**config.mk**
```make
export PLATFORM = sky130hd
export DESIGN_NAME = apb_req_arbiter_flat
export DESIGN_NICKNAME = d
export VERILOG_FILES = /design/src/rtl/apb_arb_pkg.sv /design/src/rtl/apb_req_arbiter_if.sv /design/src/rtl/apb_rr_arbiter.sv /design/src/rtl/apb_req_arbiter.sv /design/src/flat_wrapper.sv
export SDC_FILE = /design/constraint.sdc
export NUM_CORES = 1
export LEC_CHECK = 0
export BUFFER_PORTS_ARGS = -buffer_cell sky130_fd_sc_hd__buf_2
export CORE_AREA = 8 8 151 153
export CTS_CLUSTER_DIAMETER = 60
export DETAILED_ROUTE_END_ITERATION = 16
export DIE_AREA = 0 0 159 161
export PLACE_DENSITY = 0.68
export SLEW_MARGIN = 40
export SYNTH_ARGS = -nofsm -noshare
export SYNTH_HDL_FRONTEND = slang
export SYNTH_SLANG_ARGS = --single-unit
```
**constraint.sdc**
```tcl
create_clock -name clk -period 3.85 [get_ports clk]
set_input_delay 0.77 -clock clk [delete_from_list [all_inputs] [get_ports clk]]
set_output_delay 0.77 -clock clk [all_outputs]
set_load 0.01 [all_outputs]
```
**src/rtl/apb_arb_pkg.sv**
```systemverilog
// Shared types, default sizes and the round-robin pick helper for the
// APB request arbiter.
package apb_arb_pkg;

   // Largest supported requester count; rr_pick works on this fixed width.
   localparam int MAX_REQ     = 8;
   localparam int DEF_NREQ    = 4;
   localparam int DEF_ADDR_W  = 32;
   localparam int DEF_DATA_W  = 32;
   localparam int DEF_TIMEOUT = 255;

   typedef enum logic [1:0] {
      IDLE,
      ISSUE,
      WAIT,
      RESP
   } arb_state_e;

   // Returns the one-hot winner: the first set bit of req at or after ptr,
   // searching upward and wrapping from nreq-1 back to 0.
   function automatic logic [MAX_REQ-1:0] rr_pick(input logic [MAX_REQ-1:0] req,
                                                  input logic [2:0]         ptr,
                                                  input int                 nreq);
      logic [MAX_REQ-1:0] win;
      logic               found;
      logic [3:0]         idx;
      win   = '0;
      found = 1'b0;
      for (int i = 0; i < MAX_REQ; i++) begin
         // ptr < nreq and i < nreq, so one subtraction is enough to wrap.
         idx = {1'b0, ptr} + 4'(i);
         if (idx >= 4'(nreq)) idx = idx - 4'(nreq);
         if (i < nreq && !found && req[idx[2:0]]) begin
            win[idx[2:0]] = 1'b1;
            found         = 1'b1;
         end
      end
      return win;
   endfunction

endpackage

```
**src/rtl/apb_req_arbiter_if.sv**
```systemverilog
// Command port between the arbiter (master) and the APB bridge (slave).
interface apb_req_arbiter_if
   import apb_arb_pkg::*;
#(
   parameter int ADDR_W = DEF_ADDR_W,
   parameter int DATA_W = DEF_DATA_W
);
   logic              start;
   logic              wr;
   logic [ADDR_W-1:0] address;
   logic [DATA_W-1:0] data_in;
   logic [DATA_W-1:0] data_out;
   logic              done;

   modport master (output start, wr, address, data_in, input data_out, done);
   modport slave  (input start, wr, address, data_in, output data_out, done);
endinterface

```
**src/rtl/apb_rr_arbiter.sv**
```systemverilog
// Pure combinational round-robin picker: one-hot winner plus its index.
module apb_rr_arbiter
   import apb_arb_pkg::*;
#(
   parameter int  NREQ  = DEF_NREQ,
   localparam int PTR_W = $clog2(NREQ)
) (
   input  logic [NREQ-1:0]  req,
   input  logic [PTR_W-1:0] ptr,
   output logic [NREQ-1:0]  gnt_oh,
   output logic [PTR_W-1:0] gnt_idx
);

   logic [MAX_REQ-1:0] pick;

   // Pick the winner and encode its position.
   always_comb begin
      // NOTE: every always_comb output gets a default first so no path leaves it unassigned (no latch).
      pick    = rr_pick(MAX_REQ'(req), 3'(ptr), NREQ);
      gnt_oh  = pick[NREQ-1:0];
      gnt_idx = '0;
      for (int i = 0; i < NREQ; i++) begin
         if (pick[i]) gnt_idx = PTR_W'(i);
      end
   end

   // Bits above NREQ are always zero because req is zero-extended.
   wire unused_pick = ^pick;

endmodule

```
**src/rtl/apb_req_arbiter.sv**
```systemverilog
// Round-robin arbiter/sequencer sharing one APB bridge command port among
// NREQ requesters. Optional WAIT timeout: define APB_ARB_TIMEOUT_EN.
module apb_req_arbiter
   import apb_arb_pkg::*;
#(
   parameter int NREQ    = DEF_NREQ,
   parameter int ADDR_W  = DEF_ADDR_W,
   parameter int DATA_W  = DEF_DATA_W,
   parameter int TIMEOUT = DEF_TIMEOUT
) (
   input  logic                   clk,
   input  logic                   rst_n,
   input  logic [NREQ-1:0]        req,
   input  logic [NREQ-1:0]        req_wr,
   input  logic [NREQ*ADDR_W-1:0] req_addr,
   input  logic [NREQ*DATA_W-1:0] req_wdata,
   output logic [NREQ-1:0]        gnt,
   output logic [NREQ-1:0]        rsp_valid,
   output logic [DATA_W-1:0]      rsp_rdata,
   output logic                   rsp_err,
   apb_req_arbiter_if.master      bridge
);

   localparam int PTR_W = $clog2(NREQ);

   arb_state_e        state;
   logic [PTR_W-1:0]  ptr;
   logic [NREQ-1:0]   pick_oh;
   logic [PTR_W-1:0]  pick_idx;
   logic              start_q;
   logic              wr_q;
   logic [ADDR_W-1:0] address_q;
   logic [DATA_W-1:0] data_in_q;

`ifdef APB_ARB_TIMEOUT_EN
   localparam int CNT_W = ($clog2(TIMEOUT + 1) > 8) ? $clog2(TIMEOUT + 1) : 8;
   logic [CNT_W-1:0]  wait_cnt;
   logic              rsp_err_q;
`endif

   apb_rr_arbiter #(.NREQ(NREQ)) u_pick (
      .req     (req),
      .ptr     (ptr),
      .gnt_oh  (pick_oh),
      .gnt_idx (pick_idx)
   );

   // Arbitration FSM with registered command and response outputs.
   always_ff @(posedge clk or negedge rst_n) begin
      if (!rst_n) begin
         state     <= IDLE;
         ptr       <= '0;
         gnt       <= '0;
         rsp_valid <= '0;
         rsp_rdata <= '0;
         start_q   <= 1'b0;
         wr_q      <= 1'b0;
         address_q <= '0;
         data_in_q <= '0;
`ifdef APB_ARB_TIMEOUT_EN
         wait_cnt  <= '0;
         rsp_err_q <= 1'b0;
`endif
      end else begin
         // NOTE: sequential state uses non-blocking assignments so every register sees pre-edge values.
         start_q   <= 1'b0;
         rsp_valid <= '0;
         case (state)
            IDLE: begin
               if (|req) begin
                  gnt       <= pick_oh;
                  wr_q      <= req_wr[pick_idx];
                  address_q <= req_addr[pick_idx*ADDR_W +: ADDR_W];
                  data_in_q <= req_wdata[pick_idx*DATA_W +: DATA_W];
                  ptr       <= (pick_idx == PTR_W'(NREQ - 1)) ? '0 : pick_idx + 1'b1;
                  start_q   <= 1'b1;
                  state     <= ISSUE;
               end
            end
            ISSUE: begin
`ifdef APB_ARB_TIMEOUT_EN
               wait_cnt <= '0;
`endif
               state    <= WAIT;
            end
            WAIT: begin
               if (bridge.done) begin
                  rsp_valid <= gnt;
                  rsp_rdata <= bridge.data_out;
`ifdef APB_ARB_TIMEOUT_EN
                  rsp_err_q <= 1'b0;
`endif
                  state     <= RESP;
               end
`ifdef APB_ARB_TIMEOUT_EN
               else if (wait_cnt == CNT_W'(TIMEOUT)) begin
                  rsp_valid <= gnt;
                  rsp_rdata <= '0;
                  rsp_err_q <= 1'b1;
                  state     <= RESP;
               end else begin
                  wait_cnt <= wait_cnt + 1'b1;
               end
`endif
            end
            RESP: begin
               gnt   <= '0;
               state <= IDLE;
            end
            default: state <= IDLE;
         endcase
      end
   end

   assign bridge.start   = start_q;
   assign bridge.wr      = wr_q;
   assign bridge.address = address_q;
   assign bridge.data_in = data_in_q;

`ifdef APB_ARB_TIMEOUT_EN
   assign rsp_err = rsp_err_q;
`else
   assign rsp_err = 1'b0;
   localparam int unused_timeout = TIMEOUT;
`endif

endmodule

```
**src/flat_wrapper.sv**
```systemverilog
// flat-port wrapper written by rule: the top's interface ports become plain ports
module apb_req_arbiter_flat import apb_arb_pkg::*;
#(
   parameter int NREQ    = DEF_NREQ,
   parameter int ADDR_W  = DEF_ADDR_W,
   parameter int DATA_W  = DEF_DATA_W,
   parameter int TIMEOUT = DEF_TIMEOUT
)
  (clk, rst_n, req, req_wr, req_addr, req_wdata, gnt, rsp_valid, rsp_rdata, rsp_err, bridge_start, bridge_wr, bridge_address, bridge_data_in, bridge_data_out, bridge_done);
  apb_req_arbiter_if #(.ADDR_W(ADDR_W), .DATA_W(DATA_W)) bridge_i ();
  input  logic clk;
  input  logic rst_n;
  input  logic [NREQ-1:0] req;
  input  logic [NREQ-1:0] req_wr;
  input  logic [NREQ*ADDR_W-1:0] req_addr;
  input  logic [NREQ*DATA_W-1:0] req_wdata;
  output logic [NREQ-1:0] gnt;
  output logic [NREQ-1:0] rsp_valid;
  output logic [DATA_W-1:0] rsp_rdata;
  output logic rsp_err;
  output wire logic [$bits(bridge_i.start)-1:0] bridge_start;
  output wire logic [$bits(bridge_i.wr)-1:0] bridge_wr;
  output wire logic [$bits(bridge_i.address)-1:0] bridge_address;
  output wire logic [$bits(bridge_i.data_in)-1:0] bridge_data_in;
  input wire logic [$bits(bridge_i.data_out)-1:0] bridge_data_out;
  input wire logic [$bits(bridge_i.done)-1:0] bridge_done;
  assign bridge_start = bridge_i.start;
  assign bridge_wr = bridge_i.wr;
  assign bridge_address = bridge_i.address;
  assign bridge_data_in = bridge_i.data_in;
  assign bridge_i.data_out = bridge_data_out;
  assign bridge_i.done = bridge_done;
  apb_req_arbiter #(.NREQ(NREQ), .ADDR_W(ADDR_W), .DATA_W(DATA_W), .TIMEOUT(TIMEOUT)) u_core (.clk(clk), .rst_n(rst_n), .req(req), .req_wr(req_wr), .req_addr(req_addr), .req_wdata(req_wdata), .gnt(gnt), .rsp_valid(rsp_valid), .rsp_rdata(rsp_rdata), .rsp_err(rsp_err), .bridge(bridge_i));
endmodule
```
==> flow_summary.json, run 1 <==
{
  "status": "completed",
  "synth_ff_type": "dfrtp_1",
  "coreArea_mm2": 0.0206,
  "dp_hpwl_mm": 22.8,
  "synth.net_count": 1037,
  "fin_crit_sh_pct": 84.3,
  "drive_gt1_share_pct": 50.6,
  "min_period_ns": 3.24,
  "dp_slack_ns": 0.543,
  "fin_ws_ns": 0.605,
  "hold_buffers": 0,
  "netlist_area_mm2": 0.00729,
  "endpoint_kind": "flop",
  "reg2reg_slack_ns": 0.61,
  "root_buffer": "clkbuf_16",
  "area.growth.synth_to_final_pct": 35.3,
  "drv_cap": 0,
  "cpPeakStageDelay_ns": 0.59,
  "dieArea_mm2": 0.0256,
  "finalPower_w": 0.00996,
  "fmax_mhz": 308,
  "htree_levels": 3,
  "synth_cells": 726,
  "grt_usage_pct": 23.1,
  "grt_pass1_wl_mm": 47.7,
  "final_core_util_pct": 48.0,
  "reg2reg_depth": 9,
  "place_congestion": 0.851,
  "rsz0062_at_grt": "false",
  "cts.path.max_buffers": 2,
  "start_util_pct": 35.5,
  "ys_warn_count": 0,
  "grt_overflow": 0,
  "final_cells": 1357,
  "final.setup.tns_ns": 0,
  "nets": 1388,
  "vdd_drop_max_mv": 0.559,
  "cts_tree": "built",
  "synth_area_leaders": "dfrtp_1 38%, o211ai_1 20%, a221oi_2 10%, and3_1 6.2%, mux2_2 5.7%",
  "die_width_um": 159,
  "post_cts_buffers": 0,
  "die_h_um": 161,
  "cts_resized": 0,
  "path_delay_family": "buffers and inverters",
  "vias": 7856,
  "worst_r2r_endpoint": "u_core.bridge.data_in[0]",
  "drc": 0,
  "synth_commonest_cells": "195 x o211ai_1, 110 x dfrtp_1, 76 x nand2_1",
  "yosys.area.top_type": "dfrtp_1",
  "maxSlewViolCount": 0,
  "criticalPathCategory": "reg2reg",
  "cp_data_arrival_time_ns": 3.50,
  "worstMarginPinSlew_ns": 0.873,
  "clock-sinks": 110,
  "row_count": 53,
  "cts_made_buffers": 9,
  "crit_fanout": 48,
  "port-buffer-count": 404,
  "crit_top_cell": "o211ai_1",
  "synth_edf_count": 0,
  "p_leak_nw": 4.62,
  "ys_types": 43,
  "slowest_stage": "buf_4",
  "hold_violations": 0,
  "avgSynthCellArea_um2": 10.0,
  "async_flop_share_pct": 100,
  "crit_required_ns": 4.11,
  "grt_antenna_before_repair": 1,
  "hp-class": "in2async",
  "yosysSeqAreaShare_pct": 37.8,
  "wl_per_cell_um": 22.8,
  "cp-start-kind": "flop",
  "drt_iter0_drc": 527,
  "timing.slew.headroom_pct": 41.8,
  "clkTransAtPathRegs_ns": 0.08,
  "synth_most_common_cell": "o211ai_1",
  "pin_count": 406,
  "routed_wl_mm": 31.0,
  "powerDensity_mw_per_mm2": 1010,
  "grt_max_degree": 69,
  "reg2reg_from": "u_core.ptr[1]",
  "dp.cells": 1341,
  "crit_buf_inv": 2,
  "ys_seq_elements": 110,
  "routed_via_density": 5.79,
  "dr.pass1.iters": 5,
  "setup_viol": 0,
  "yosysTopAreaCellShare_pct": 37.8,
  "first_global_vias": 8368,
  "fin_worst_skew_ns": 0.0121,
  "crit_chain": "inv_1 > ha_1 > mux4_2 > nand2_1 > o2bb2a_2 > nor2_4 > buf_4 > o211ai_1 > o211ai_1",
  "ant_nets": 0,
  "worstSkewPairLatency_ns": 0.35
}
## flip-flops by register name, indices dropped and copies added (netlist names)
signal                 cells
u_core.bridge.data_in     32
u_core.state               2
u_core.rsp_rdata          32
u_core.ptr                 2
u_core.bridge.address     32
u_core.rsp_valid           4
u_core.bridge.start        1
u_core.gnt                 4
u_core.bridge.wr           1
## layout by cell type (no fill, tap or decap), drive strengths merged, types with 2 or more instances in the layout
cell type	count
inv	9
clkbuf	9
nand2b	4
o21ai	3
a31oi	2
nor2	8
o211ai	196
ha	12
mux2	37
a21oi	6
dfrtp	110
buf	432
o221ai	2
a21o	2
a22o	5
nand3	4
nor2b	3
mux4	2
mux2i	2
a221oi	65
and3	72
nand2	76
clkinv	3
## cell type report
cell class                      count  area, um2
Sequential cell                   110       2750
Timing Repair Buffer              432       2320
Clock buffer                        9        225
Antenna cell                        1       2.50
Inverter                            7       26.3
Multi-Input combinational cell    517       4130
Fill cell                        1973      10700
Tap cell                          275        344
Clock inverter                      6       56.3
## report_power, final
part	internal, W	switching (W)	leakage [nW]	total (W)
clock network	0.000450	0.000469	0.136	0.000919
registers	0.00175	0.000290	1.34	0.00204
logic	0.00269	0.00431	3.14	0.00700
## worst max-delay path by stage
stage | start | end | cells after the start
6_report | u_core.ptr[1] | u_core.bridge.data_in[0] | 9
5_1_grt | u_core.ptr[1] | u_core.bridge.data_in[8] | 9
4_1_cts | u_core.ptr[1] | u_core.bridge.data_in[0] | 9
3_5_place_dp | req[1] | u_core.bridge.address[24] | 8
3_3_place_gp | req[1] | u_core.bridge.data_in[16] | 8
2_1_floorplan | u_core.ptr[0] | u_core.bridge.address[0] | 11
## worst register-to-register path, delay by kind of cell, from the launching register on
| family | cells | cell delay [ns] |
|---|---|---|
| AO/OA/AOI/OAI | 3 | 0.64 |
| AND/OR/NAND/NOR | 2 | 0.49 |
| adder cells (fa/ha/maj) | 1 | 0.41 |
| buffers and inverters | 2 | 0.69 |
| multiplexers | 1 | 0.57 |
| flip-flops | 1 | 0.35 |
## layer usage
metal,track usage [%],vias to the layer above,share of wire [%],wire length [um]
met3,5.80,54,8.2,2550
met2,39.5,439,49,15100
li1,-,3599,-,-
met4,9.01,0,3.0,916
met1,27.6,3764,40,12400
met5,0,-,0,0
## per-stage QoR
stage / hold slack (ns) / instance area [um2]
2_1_floorplan: 0.474 / 7290
3_3_place_gp: 0.474 / 9580
3_5_place_dp: 0.481 / 9580
4_1_cts: 0.420 / 9860
5_1_grt: 0.441 / 9860
6_report: 0.412 / 9860
## logic make-up after synthesis
family | share of synthesized area [%]
and+or+nand+nor | 11.8
other | 0.0515
AOI/OAI and AO/OA | 35.5
DFF | 37.8
adders and majority gates | 2.06
muxes | 6.61
buffers and inverters | 6.20
Power figures use the tool's default switching activity.
==> run 2: changes to the inputs <==
==> constraint.sdc (replaced) <==
create_clock -name clk -period 3.1 [get_ports clk]
set_input_delay 0.62 -clock clk [delete_from_list [all_inputs] [get_ports clk]]
set_output_delay 0.62 -clock clk [all_outputs]
set_load 0.01 [all_outputs]
==> flow_summary.json, run 2 (synthesized netlist as in run 1, its figures left out) <==
{
  "slowest_stage": "ha_2",
  "clock-sinks": 110,
  "crit_buf_inv": 2,
  "port-buffer-count": 404,
  "cts.path.max_buffers": 2,
  "fill_cells": 1953,
  "power_switching_w": 0.00631,
  "ant_nets": 0,
  "place_congestion": 0.842,
  "endpoint_kind": "flop",
  "hold_buffers": 0,
  "area.growth.synth_to_final_pct": 36.9,
  "htree_levels": 3,
  "drive_gt1_share_pct": 51.0,
  "path_delay_family": "compound AO/OA/AOI/OAI gates",
  "hp-class": "in2async",
  "fin_worst_skew_ns": 0.0185,
  "root_buffer": "clkbuf_16",
  "pin_count": 406,
  "wl_per_cell_um": 22.9,
  "die_width_um": 159,
  "setup_viol": 0,
  "crit_required_ns": 3.32,
  "vias": 8017,
  "cts_made_buffers": 9,
  "drc": 0,
  "final_cell_mix": "403 x buf_2, 195 x o211ai_1, 110 x dfrtp_1",
  "grt_usage_pct": 22.9,
  "grt_pass1_wl_mm": 47.6,
  "cp-start-kind": "flop",
  "final.setup.tns_ns": 0,
  "routed_wl_mm": 31.3,
  "intPower_w": 0.00622,
  "vdd_drop_max_mv": 0.785,
  "maxSlewViolCount": 0,
  "drv_cap": 0,
  "crit_fanout": 14,
  "regArea_mm2": 0.00275,
  "dp_hpwl_mm": 23.2,
  "grt_max_degree": 46,
  "first_global_vias": 8342,
  "cp_data_arrival_time_ns": 3.16,
  "p_leak_nw": 4.66,
  "fmax_mhz": 340,
  "clkTransAtPathRegs_ns": 0.09,
  "switching_share_pct": 50.4,
  "nets": 1394,
  "power.share.sequential_pct": 20.4,
  "crit_chain": "inv_1 > ha_2 > mux2_2 > and3_1 > a2111o_1 > or2_4 > buf_4 > a221oi_1 > o211ai_1",
  "clkPwrFrac_pct": 9.1,
  "grt_overflow": 0,
  "routed_via_density": 5.88,
  "timing.slew.headroom_pct": 63.2,
  "worstMarginPinSlew_ns": 0.552,
  "row_count": 53,
  "multi_input_area_mm2": 0.00414,
  "cts_tree": "built",
  "rsz0062_at_grt": "false",
  "criticalPathCategory": "reg2reg",
  "dieArea_mm2": 0.0256,
  "powerDensity_mw_per_mm2": 1260,
  "die_h_um": 161,
  "reg2reg_slack_ns": 0.16,
  "coreArea_mm2": 0.0206,
  "final_core_util_pct": 48.5,
  "start_util_pct": 35.5,
  "min_period_ns": 2.94,
  "dr.pass1.iters": 4,
  "layout_commonest_cell": "buf_2",
  "status": "completed",
  "worstSkewPairLatency_ns": 0.36,
  "cpPeakStageDelay_ns": 0.40,
  "p_comb_share_pct": 70.5,
  "fin_crit_sh_pct": 94.8,
  "hold_violations": 0,
  "drt_iter0_drc": 552,
  "grt_antenna_before_repair": 3
}
[run 2: what timing repair did]
action	CTS	global route
buffers inserted	0	0
endpoints found under the setup margin	0	8
endpoints found under the hold margin	0	0
gates resized for setup	0	1
[run 2: path summary, 6_finish.rpt]
path / to / start / cells past startpoint
worst max-delay path: u_core.bridge.address[26] / u_core.ptr[0] / 9
worst min-delay path: u_core.rsp_rdata[17] / rst_n / 1
worst max register to register: u_core.bridge.address[26] / u_core.ptr[0] / 9
worst min register to register: u_core.bridge.data_in[4] / u_core.bridge.data_in[4] / 2
max in group asynchronous: u_core.gnt[3] / rst_n / 2
min in group clk: u_core.bridge.data_in[4] / u_core.bridge.data_in[4] / 2
[run 2: per-stage QoR]
stage	area (um2)	setup WS (ns)	hold slack, ns	total power, W	std cells
2_1_floorplan	7290	0.0546	0.324	0.00842	726
3_3_place_gp	9690	0.159	0.474	0.0113	1347
3_5_place_dp	9690	0.120	0.481	0.0114	1347
4_1_cts	9970	0.106	0.231	0.0125	1362
5_1_grt	9980	0.00101	0.251	0.0134	1364
6_report	9980	0.160	0.223	0.0125	1364
[run 2: worst reg2reg max path, cell delays in order (launching register included)]
cell and delay (ns):
dfrtp_1 0.35, inv_1 0.09, ha_2 0.40, mux2_2 0.37
and3_1 0.19, a2111o_1 0.40, or2_4 0.34, buf_4 0.25
a221oi_1 0.30, o211ai_1 0.13
[run 2: area by class of cell]
cell class	instances	share of cell area [%]
diodes	2	0.0502
inverters	7	0.263
well taps	275	3.45
clock buffers	10	2.40
flip-flops and latches	110	27.6
multi-input cells	517	41.5
repair buffers	438	24.4
clock inverters	5	0.426
[run 2: power by group through the flow]
stage	combinational, W	clock (W)	sequential [W]
floorplan	0.00555	0	0.00287
finish	0.00884	0.00114	0.00256
detailed placement	0.00880	0	0.00258
global placement	0.00871	0	0.00256
CTS	0.00880	0.00118	0.00256
global route	0.00949	0.00122	0.00264
[run 2: routing by layer]
metal  share of wire [%]  track usage [%]
met5               0.026                0
met4                 3.3             9.22
met3                 8.6             5.90
met2                  49             39.5
met1                  39             26.7
